## config.mk

```make
export PLATFORM = sky130hd
export DESIGN_NAME = time_keeper_dp
export DESIGN_NICKNAME = d
export VERILOG_FILES = /design/src/rtl/time_keeper_dp.sv
export SDC_FILE = /design/constraint.sdc
export NUM_CORES = 1
export LEC_CHECK = 0
export BUFFER_PORTS_ARGS = -buffer_cell sky130_fd_sc_hd__buf_4
export CAP_MARGIN = 10
export CORE_MARGIN = 3
export CORE_UTILIZATION = 34
export CTS_CLUSTER_DIAMETER = 40
export CTS_CLUSTER_SIZE = 20
export DETAILED_ROUTE_END_ITERATION = 10
export PLACE_DENSITY = 0.64
export SLEW_MARGIN = 20
export SYNTH_ARGS = -nofsm -noshare
export SYNTH_HDL_FRONTEND = slang
export SYNTH_SLANG_ARGS = --single-unit
```

## constraint.sdc

```tcl
create_clock -name clk -period 2.75 [get_ports clk]
set_clock_uncertainty 0.2 [all_clocks]
set_input_delay 0.55 -clock clk [delete_from_list [all_inputs] [get_ports clk]]
set_output_delay 0.55 -clock clk [all_outputs]
set_load 0.05 [all_outputs]
```

## src/rtl/time_keeper_dp.sv

```systemverilog
// time_keeper_dp: prescaled hour:min:sec:sub-second up/down counter with preset load, lap capture and done/wrap pulses.
module time_keeper_dp #(
    parameter int CLK_FREQ_HZ = 100_000_000,
    parameter int TICK_HZ = 100,
    parameter int HOUR_MOD = 24,
    localparam int DIV = CLK_FREQ_HZ / TICK_HZ,
    localparam int SUB_W = $clog2(TICK_HZ),
    localparam int HOUR_W = $clog2(HOUR_MOD)
) (
    input  logic              clk,
    input  logic              rst,
    input  logic              i_run,
    input  logic              i_clear,
    input  logic              i_dir,
    input  logic              i_load,
    input  logic [SUB_W-1:0]  i_ld_sub,
    input  logic [5:0]        i_ld_sec,
    input  logic [5:0]        i_ld_min,
    input  logic [HOUR_W-1:0] i_ld_hour,
    input  logic              i_lap,
    output logic [SUB_W-1:0]  o_sub,
    output logic [5:0]        o_sec,
    output logic [5:0]        o_min,
    output logic [HOUR_W-1:0] o_hour,
    output logic [SUB_W-1:0]  o_lap_sub,
    output logic [5:0]        o_lap_sec,
    output logic [5:0]        o_lap_min,
    output logic [HOUR_W-1:0] o_lap_hour,
    output logic              o_lap_valid,
    output logic              o_done,
    output logic              o_wrap
);
    localparam int PW = $clog2(DIV);
    localparam logic [PW-1:0] PRE_MAX = PW'(DIV - 1);
    localparam logic [SUB_W-1:0] SUB_MAX = SUB_W'(TICK_HZ - 1);
    localparam logic [HOUR_W-1:0] HOUR_MAX = HOUR_W'(HOUR_MOD - 1);
    localparam logic [5:0] SM_MAX = 6'd59;

    logic [PW-1:0] pre_q, pre_d;
    logic [SUB_W-1:0] sub_q, sub_d, lap_sub_q, lap_sub_d;
    logic [5:0] sec_q, sec_d, min_q, min_d, lap_sec_q, lap_sec_d, lap_min_q, lap_min_d;
    logic [HOUR_W-1:0] hour_q, hour_d, lap_hour_q, lap_hour_d;
    logic lap_valid_q, lap_valid_d, done_q, done_d, wrap_q, wrap_d, halted_q, halted_d;

    logic run_eff, tick;
    logic sub_max, sec_max, min_max, hour_max, sub_zero, sec_zero, min_zero, hour_zero;
    logic all_max, last_one;

    assign run_eff = i_run & ~halted_q;
    assign tick = run_eff & (pre_q == PRE_MAX);
    assign sub_max = sub_q == SUB_MAX;
    assign sec_max = sec_q == SM_MAX;
    assign min_max = min_q == SM_MAX;
    assign hour_max = hour_q == HOUR_MAX;
    assign sub_zero = sub_q == '0;
    assign sec_zero = sec_q == '0;
    assign min_zero = min_q == '0;
    assign hour_zero = hour_q == '0;
    assign all_max = sub_max & sec_max & min_max & hour_max;
    // the decrement that lands exactly on all-zero
    assign last_one = (sub_q == SUB_W'(1)) & sec_zero & min_zero & hour_zero;

    always_comb begin
        pre_d = run_eff ? (tick ? '0 : pre_q + 1'b1) : pre_q;
        sub_d = sub_q;
        sec_d = sec_q;
        min_d = min_q;
        hour_d = hour_q;
        done_d = 1'b0;
        wrap_d = 1'b0;
        halted_d = halted_q & i_run;
        if (i_clear) begin
            pre_d = '0;
            sub_d = '0;
            sec_d = '0;
            min_d = '0;
            hour_d = '0;
            halted_d = 1'b0;
        end else if (i_load) begin
            pre_d = '0;
            sub_d = (i_ld_sub > SUB_MAX) ? SUB_MAX : i_ld_sub;
            sec_d = (i_ld_sec > SM_MAX) ? SM_MAX : i_ld_sec;
            min_d = (i_ld_min > SM_MAX) ? SM_MAX : i_ld_min;
            hour_d = (i_ld_hour > HOUR_MAX) ? HOUR_MAX : i_ld_hour;
            halted_d = 1'b0;
        end else if (tick && i_dir) begin
            sub_d = sub_zero ? SUB_MAX : sub_q - 1'b1;
            sec_d = sub_zero ? (sec_zero ? SM_MAX : sec_q - 1'b1) : sec_q;
            min_d = (sub_zero & sec_zero) ? (min_zero ? SM_MAX : min_q - 1'b1) : min_q;
            hour_d = (sub_zero & sec_zero & min_zero) ? (hour_zero ? HOUR_MAX : hour_q - 1'b1) : hour_q;
            done_d = last_one;
            halted_d = last_one;
        end else if (tick) begin
            sub_d = sub_max ? '0 : sub_q + 1'b1;
            sec_d = sub_max ? (sec_max ? '0 : sec_q + 1'b1) : sec_q;
            min_d = (sub_max & sec_max) ? (min_max ? '0 : min_q + 1'b1) : min_q;
            hour_d = (sub_max & sec_max & min_max) ? (hour_max ? '0 : hour_q + 1'b1) : hour_q;
            wrap_d = all_max;
        end
    end

    // lap snapshots the pre-edge live registers; clear wins over a capture
    always_comb begin
        lap_sub_d = i_clear ? '0 : (i_lap ? sub_q : lap_sub_q);
        lap_sec_d = i_clear ? '0 : (i_lap ? sec_q : lap_sec_q);
        lap_min_d = i_clear ? '0 : (i_lap ? min_q : lap_min_q);
        lap_hour_d = i_clear ? '0 : (i_lap ? hour_q : lap_hour_q);
        lap_valid_d = ~i_clear & (i_lap | lap_valid_q);
    end

    always_ff @(posedge clk) begin
        if (!rst) begin
            pre_q <= '0;
            sub_q <= '0;
            sec_q <= '0;
            min_q <= '0;
            hour_q <= '0;
            lap_sub_q <= '0;
            lap_sec_q <= '0;
            lap_min_q <= '0;
            lap_hour_q <= '0;
            lap_valid_q <= 1'b0;
            done_q <= 1'b0;
            wrap_q <= 1'b0;
            halted_q <= 1'b0;
        end else begin
            pre_q <= pre_d;
            sub_q <= sub_d;
            sec_q <= sec_d;
            min_q <= min_d;
            hour_q <= hour_d;
            lap_sub_q <= lap_sub_d;
            lap_sec_q <= lap_sec_d;
            lap_min_q <= lap_min_d;
            lap_hour_q <= lap_hour_d;
            lap_valid_q <= lap_valid_d;
            done_q <= done_d;
            wrap_q <= wrap_d;
            halted_q <= halted_d;
        end
    end

    assign o_sub = sub_q;
    assign o_sec = sec_q;
    assign o_min = min_q;
    assign o_hour = hour_q;
    assign o_lap_sub = lap_sub_q;
    assign o_lap_sec = lap_sec_q;
    assign o_lap_min = lap_min_q;
    assign o_lap_hour = lap_hour_q;
    assign o_lap_valid = lap_valid_q;
    assign o_done = done_q;
    assign o_wrap = wrap_q;
endmodule

```

==> Implementation_results.wiki <==
{| class="wikitable"
! Metric !! Value
|-
| Post-synth EDFFs || 0
|-
| Post-synth design cell area || ~4400 um2
|-
| Worst setup path endpoint || o_min[3]
|-
| Post-synthesis average cell area || 8.22 um2
|-
| CTS sink cnt || 72
|-
| Period Utilization, post-route || 92.3%
|-
| Total leakage power || 2.21 nW
|-
| Area of the multi-input gates || 2740 um2
|-
| Unrepaired setup endpoints after global routing || no
|-
| Number of hold violations in the final report || 0
|-
| TritonCTS clock tree || built
|-
| Congestion Overflow GR || 0
|-
| Final Cell Area || 5470 um2
|-
| Maxcap violations || 0
|-
| Synth warn || 0
|-
| First-pass GRT wire length || 20700 um
|-
| Maximum vdd drop || 0.000220 V
|-
| Result of the run || finished, final reports clean
|-
| Cell count of the worst reg-to-reg path || 7
|-
| Skew-Pair Late Insertion Delay || 0.35 ns
|-
| Clk pwr share || 43.8%
|-
| Number of design rule violations left after detail routing || 0
|-
| Cell variety after synth || 74
|-
| Switching share of total power || 28.2%
|-
| Worst EP arrival || 2.61 ns
|-
| Detailed-route via count || 4310
|-
| Setup bufs post-CTS || 0
|-
| Antenna cells || 0
|-
| # port buffers || 81
|-
| Relative area change from synthesis to final layout || 24.0%
|-
| Switching power || 752 uW
|-
| Effective utilization at floorplan || 35.7%
|-
| Vertical die dimension || 120 um
|-
| Proportion of power drawn by flip-flops and latches || 41.0%
|-
| HPWL after detailed placement || 9460 um
|-
| Number of fill cells in the layout || 1236
|-
| Start of the worst register-to-register path || o_sub[1]
|-
| Setup TNS || 0 ns
|-
| Share of synthesized registers carrying an async set or reset || 0%
|-
| Post-synth net total || 581
|-
| Portion of total power attributed to combinational logic || 15.2%
|-
| Min cycle time layout || 2.54 ns
|-
| Cell-internal power || 1.92 mW
|-
| Type of the most critical hold path || primary input to register
|-
| Slew of the pin with the lowest slew margin || 0.545 ns
|-
| Reg clk slew, reported paths || 0.07 ns
|-
| Number of primary I/O pins || 82
|-
| Placed inst area || 5170 um2
|-
| Maximum number of pins on one net before global-route repair || 39
|-
| Number of vias per cell after detailed routing || 5.50
|-
| Core Rows || 40
|-
| Number of register bits inferred by synthesis || between 70 and 80
|-
| H-tree depth || 3
|-
| Die Width || 120 um
|-
| Worst reg-to-reg setup slack || 0.21 ns
|-
| Detailed-route wire length per cell || 16.6 um
|-
| RePlAce Congestion || 0.884
|-
| Number of hold-repair buffers added at the cts stage || 0
|-
| Final Max Slew Viols || 0
|-
| HP Start || i_ld_sub[5]
|-
| FMAX || 0.394 GHz
|-
| R2r endpoint || o_min[3]
|-
| Area of the core || 12400 um2
|-
| Startpoint kind of the worst setup timing path || register
|-
| Fraction of the yosys area taken by sequential cells || 32.7%
|-
| Launch point of the critical path || o_sub[1]
|-
| Critical path required time || 2.82 ns
|-
| Power per Cell Area || 488 nW/um2
|-
| TritonRoute pass-1 iters || 4
|-
| Register area || between 1000 and 1500 um2
|-
| Clock buffer depth || 2
|-
| Total global-route track usage || 17.9%
|-
| Critical Setup Path Class || register to register
|-
| Most instantiated flip-flop cell in the synthesis netlist || sky130_fd_sc_hd__dfxtp_1
|-
| Root buffer selected by CTS || sky130_fd_sc_hd__clkbuf_16
|-
| Number of nets at the end of the flow || 655
|-
| Number of setup violations in the final report || 0
|-
| TritonCTS buffer count || 9
|-
| Fraction of final layout cells with drive strength greater than 1 || a little under a quarter
|-
| Endpoint type of the worst setup path || register
|-
| Largest driver fanout on the critical path || 8
|-
| Area of the die || between 10000 and 15000 um2
|-
| Final core utilization || 44.3%
|-
| Post-route antenna net violation count || 0
|-
| Gate count after technology mapping || 537
|-
| Resized Gates After CTS || 0
|-
| Headroom to the max-slew limit || roughly 64%
|-
| Detailed-route wire length || roughly 13000 um
|-
| Number of DRC markers after the initial detailed-route iteration || 333
|-
| Vias in the first global route || 4048
|-
| Antenna violations before repair || 0
|}
-- critical path, stage by stage (launching register included) --
cell                        delay (ns)
sky130_fd_sc_hd__dfxtp_1          0.49
sky130_fd_sc_hd__ha_1             0.32
sky130_fd_sc_hd__nand3_1          0.22
sky130_fd_sc_hd__nor3_4           0.31
sky130_fd_sc_hd__o2bb2ai_2        0.16
sky130_fd_sc_hd__nand2_2          0.11
sky130_fd_sc_hd__or4_1            0.50
sky130_fd_sc_hd__a31oi_1          0.16
-- cell usage in the layout, fill, tap and decap left out, types with 3 or more instances in the layout --
cell                         synthesis  layout
sky130_fd_sc_hd__a31o_2              4       4
sky130_fd_sc_hd__a22oi_1             3       3
sky130_fd_sc_hd__inv_1              14      14
sky130_fd_sc_hd__o22ai_1             3       3
sky130_fd_sc_hd__nor3b_1             5       5
sky130_fd_sc_hd__dfxtp_1            72      72
sky130_fd_sc_hd__xnor2_1            11      11
sky130_fd_sc_hd__ha_1               13      13
sky130_fd_sc_hd__nor4b_1             3       3
sky130_fd_sc_hd__nor4_1              5       5
sky130_fd_sc_hd__nor2_1             77      77
sky130_fd_sc_hd__mux2i_1            33      33
sky130_fd_sc_hd__nand3_1            19      19
sky130_fd_sc_hd__a21oi_1            27      27
sky130_fd_sc_hd__o31ai_1            11      11
sky130_fd_sc_hd__nor2b_1             4       4
sky130_fd_sc_hd__and3_1              7       7
sky130_fd_sc_hd__nor3_1             11      11
sky130_fd_sc_hd__or3_1               3       3
sky130_fd_sc_hd__clkbuf_16           0       9
sky130_fd_sc_hd__buf_4               1      97
sky130_fd_sc_hd__nand4_1            14      14
sky130_fd_sc_hd__a21o_1              4       4
sky130_fd_sc_hd__nand2_1            44      44
sky130_fd_sc_hd__o221ai_1            5       5
sky130_fd_sc_hd__o21ai_0            25      25
sky130_fd_sc_hd__a211oi_1            6       6
sky130_fd_sc_hd__clkinvlp_4          0       3
sky130_fd_sc_hd__a31oi_1             6       6
sky130_fd_sc_hd__o21a_1              7       7
sky130_fd_sc_hd__o211ai_1            5       5
sky130_fd_sc_hd__xor2_1             14      14
sky130_fd_sc_hd__and4_1              3       3
-- cells by family (layout without fill, tap and decap cells) --
group / count (synthesis) / after routing / synth area share, %
buf+inv: 49 / 128 / 5.36
fa+ha+maj: 13 / 13 / 3.68
xor+xnor: 25 / 25 / 4.96
flops: 72 / 72 / 32.7
compound gates: 122 / 122 / 18.6
simple gates: 221 / 221 / 26.5
mux: 35 / 35 / 8.25
-- per-stage QoR --
| step | power [mW] | std cells | hold WS [ns] | worst slack [ns] |
|---|---|---|---|---|
| 2_1_floorplan | 1.39 | 537 | 0.244 | 0.0589 |
| 3_3_place_gp | 1.52 | 768 | 0.248 | 0.244 |
| 6_report | 2.67 | 784 | 0.264 | 0.211 |
| 5_1_grt | 2.79 | 784 | 0.266 | 0.0423 |
| 3_5_place_dp | 1.52 | 768 | 0.255 | 0.164 |
| 4_1_cts | 2.71 | 784 | 0.245 | 0.225 |
-- Yosys cell counts, drive strengths merged, types with 7 or more instances --
master	number	share of area, %
and3	7	0.99
clkbuf	20	1.7
a21oi	27	3.1
o31ai	11	1.9
nor2	78	7.0
nor3	13	2.0
buf	13	2.2
nand4	14	2.0
inv	14	1.2
xor2	14	2.8
dfxtp	72	33
nand2	45	3.9
nand3	19	2.2
nor4	7	1.5
xnor2	11	2.2
ha	13	3.7
o21ai	26	3.0
o21a	7	1.2
mux2i	33	7.5
-- layout make-up --
cell class                      instances  area share (%)
Clock inverter                          7            1.30
Inverter                               15            1.03
Clock buffer                            9            4.12
Multi-Input combinational cell        416            50.1
Tap cell                              168            3.84
Timing Repair Buffer                   97            13.3
Sequential cell                        72            26.3
-- worst min-delay path by stage --
stage / to / slack (ns) / cells after the start
final: o_sub[5] / 0.26 / 3
after floorplan: pre_q[1] / 0.24 / 2
after global placement: o_lap_valid / 0.25 / 2
after detailed placement: o_lap_valid / 0.26 / 2
after global routing: o_sub[5] / 0.27 / 3
after CTS: o_sub[5] / 0.24 / 3
-- state kept, by name (all words and copies together), names as in the netlist --
register,cells
halted_q,1
o_lap_sub,7
o_sub,7
o_min,6
pre_q,20
o_lap_hour,5
o_done,1
o_lap_min,6
o_lap_valid,1
o_hour,5
o_lap_sec,6
o_wrap,1
o_sec,6
-- metal layers --
metal  wire length (um)  share of wire, %  track usage (%)
met1               5770                44             22.4
met2               6150                47             29.6
met3                819               6.3             4.10
met4                283               2.2             7.30
met5                  0                 0                0
-- power groups by stage --
stage / Sequential [mW] / Combinational [mW] / Clock (mW)
final: 1.09 / 0.407 / 1.17
after global routing: 1.10 / 0.439 / 1.25
after CTS: 1.09 / 0.406 / 1.21
after detailed placement: 1.12 / 0.404 / 0
after global placement: 1.12 / 0.400 / 0
after floorplan: 1.17 / 0.220 / 0
Note: power is estimated with default switching activity, not from simulation.
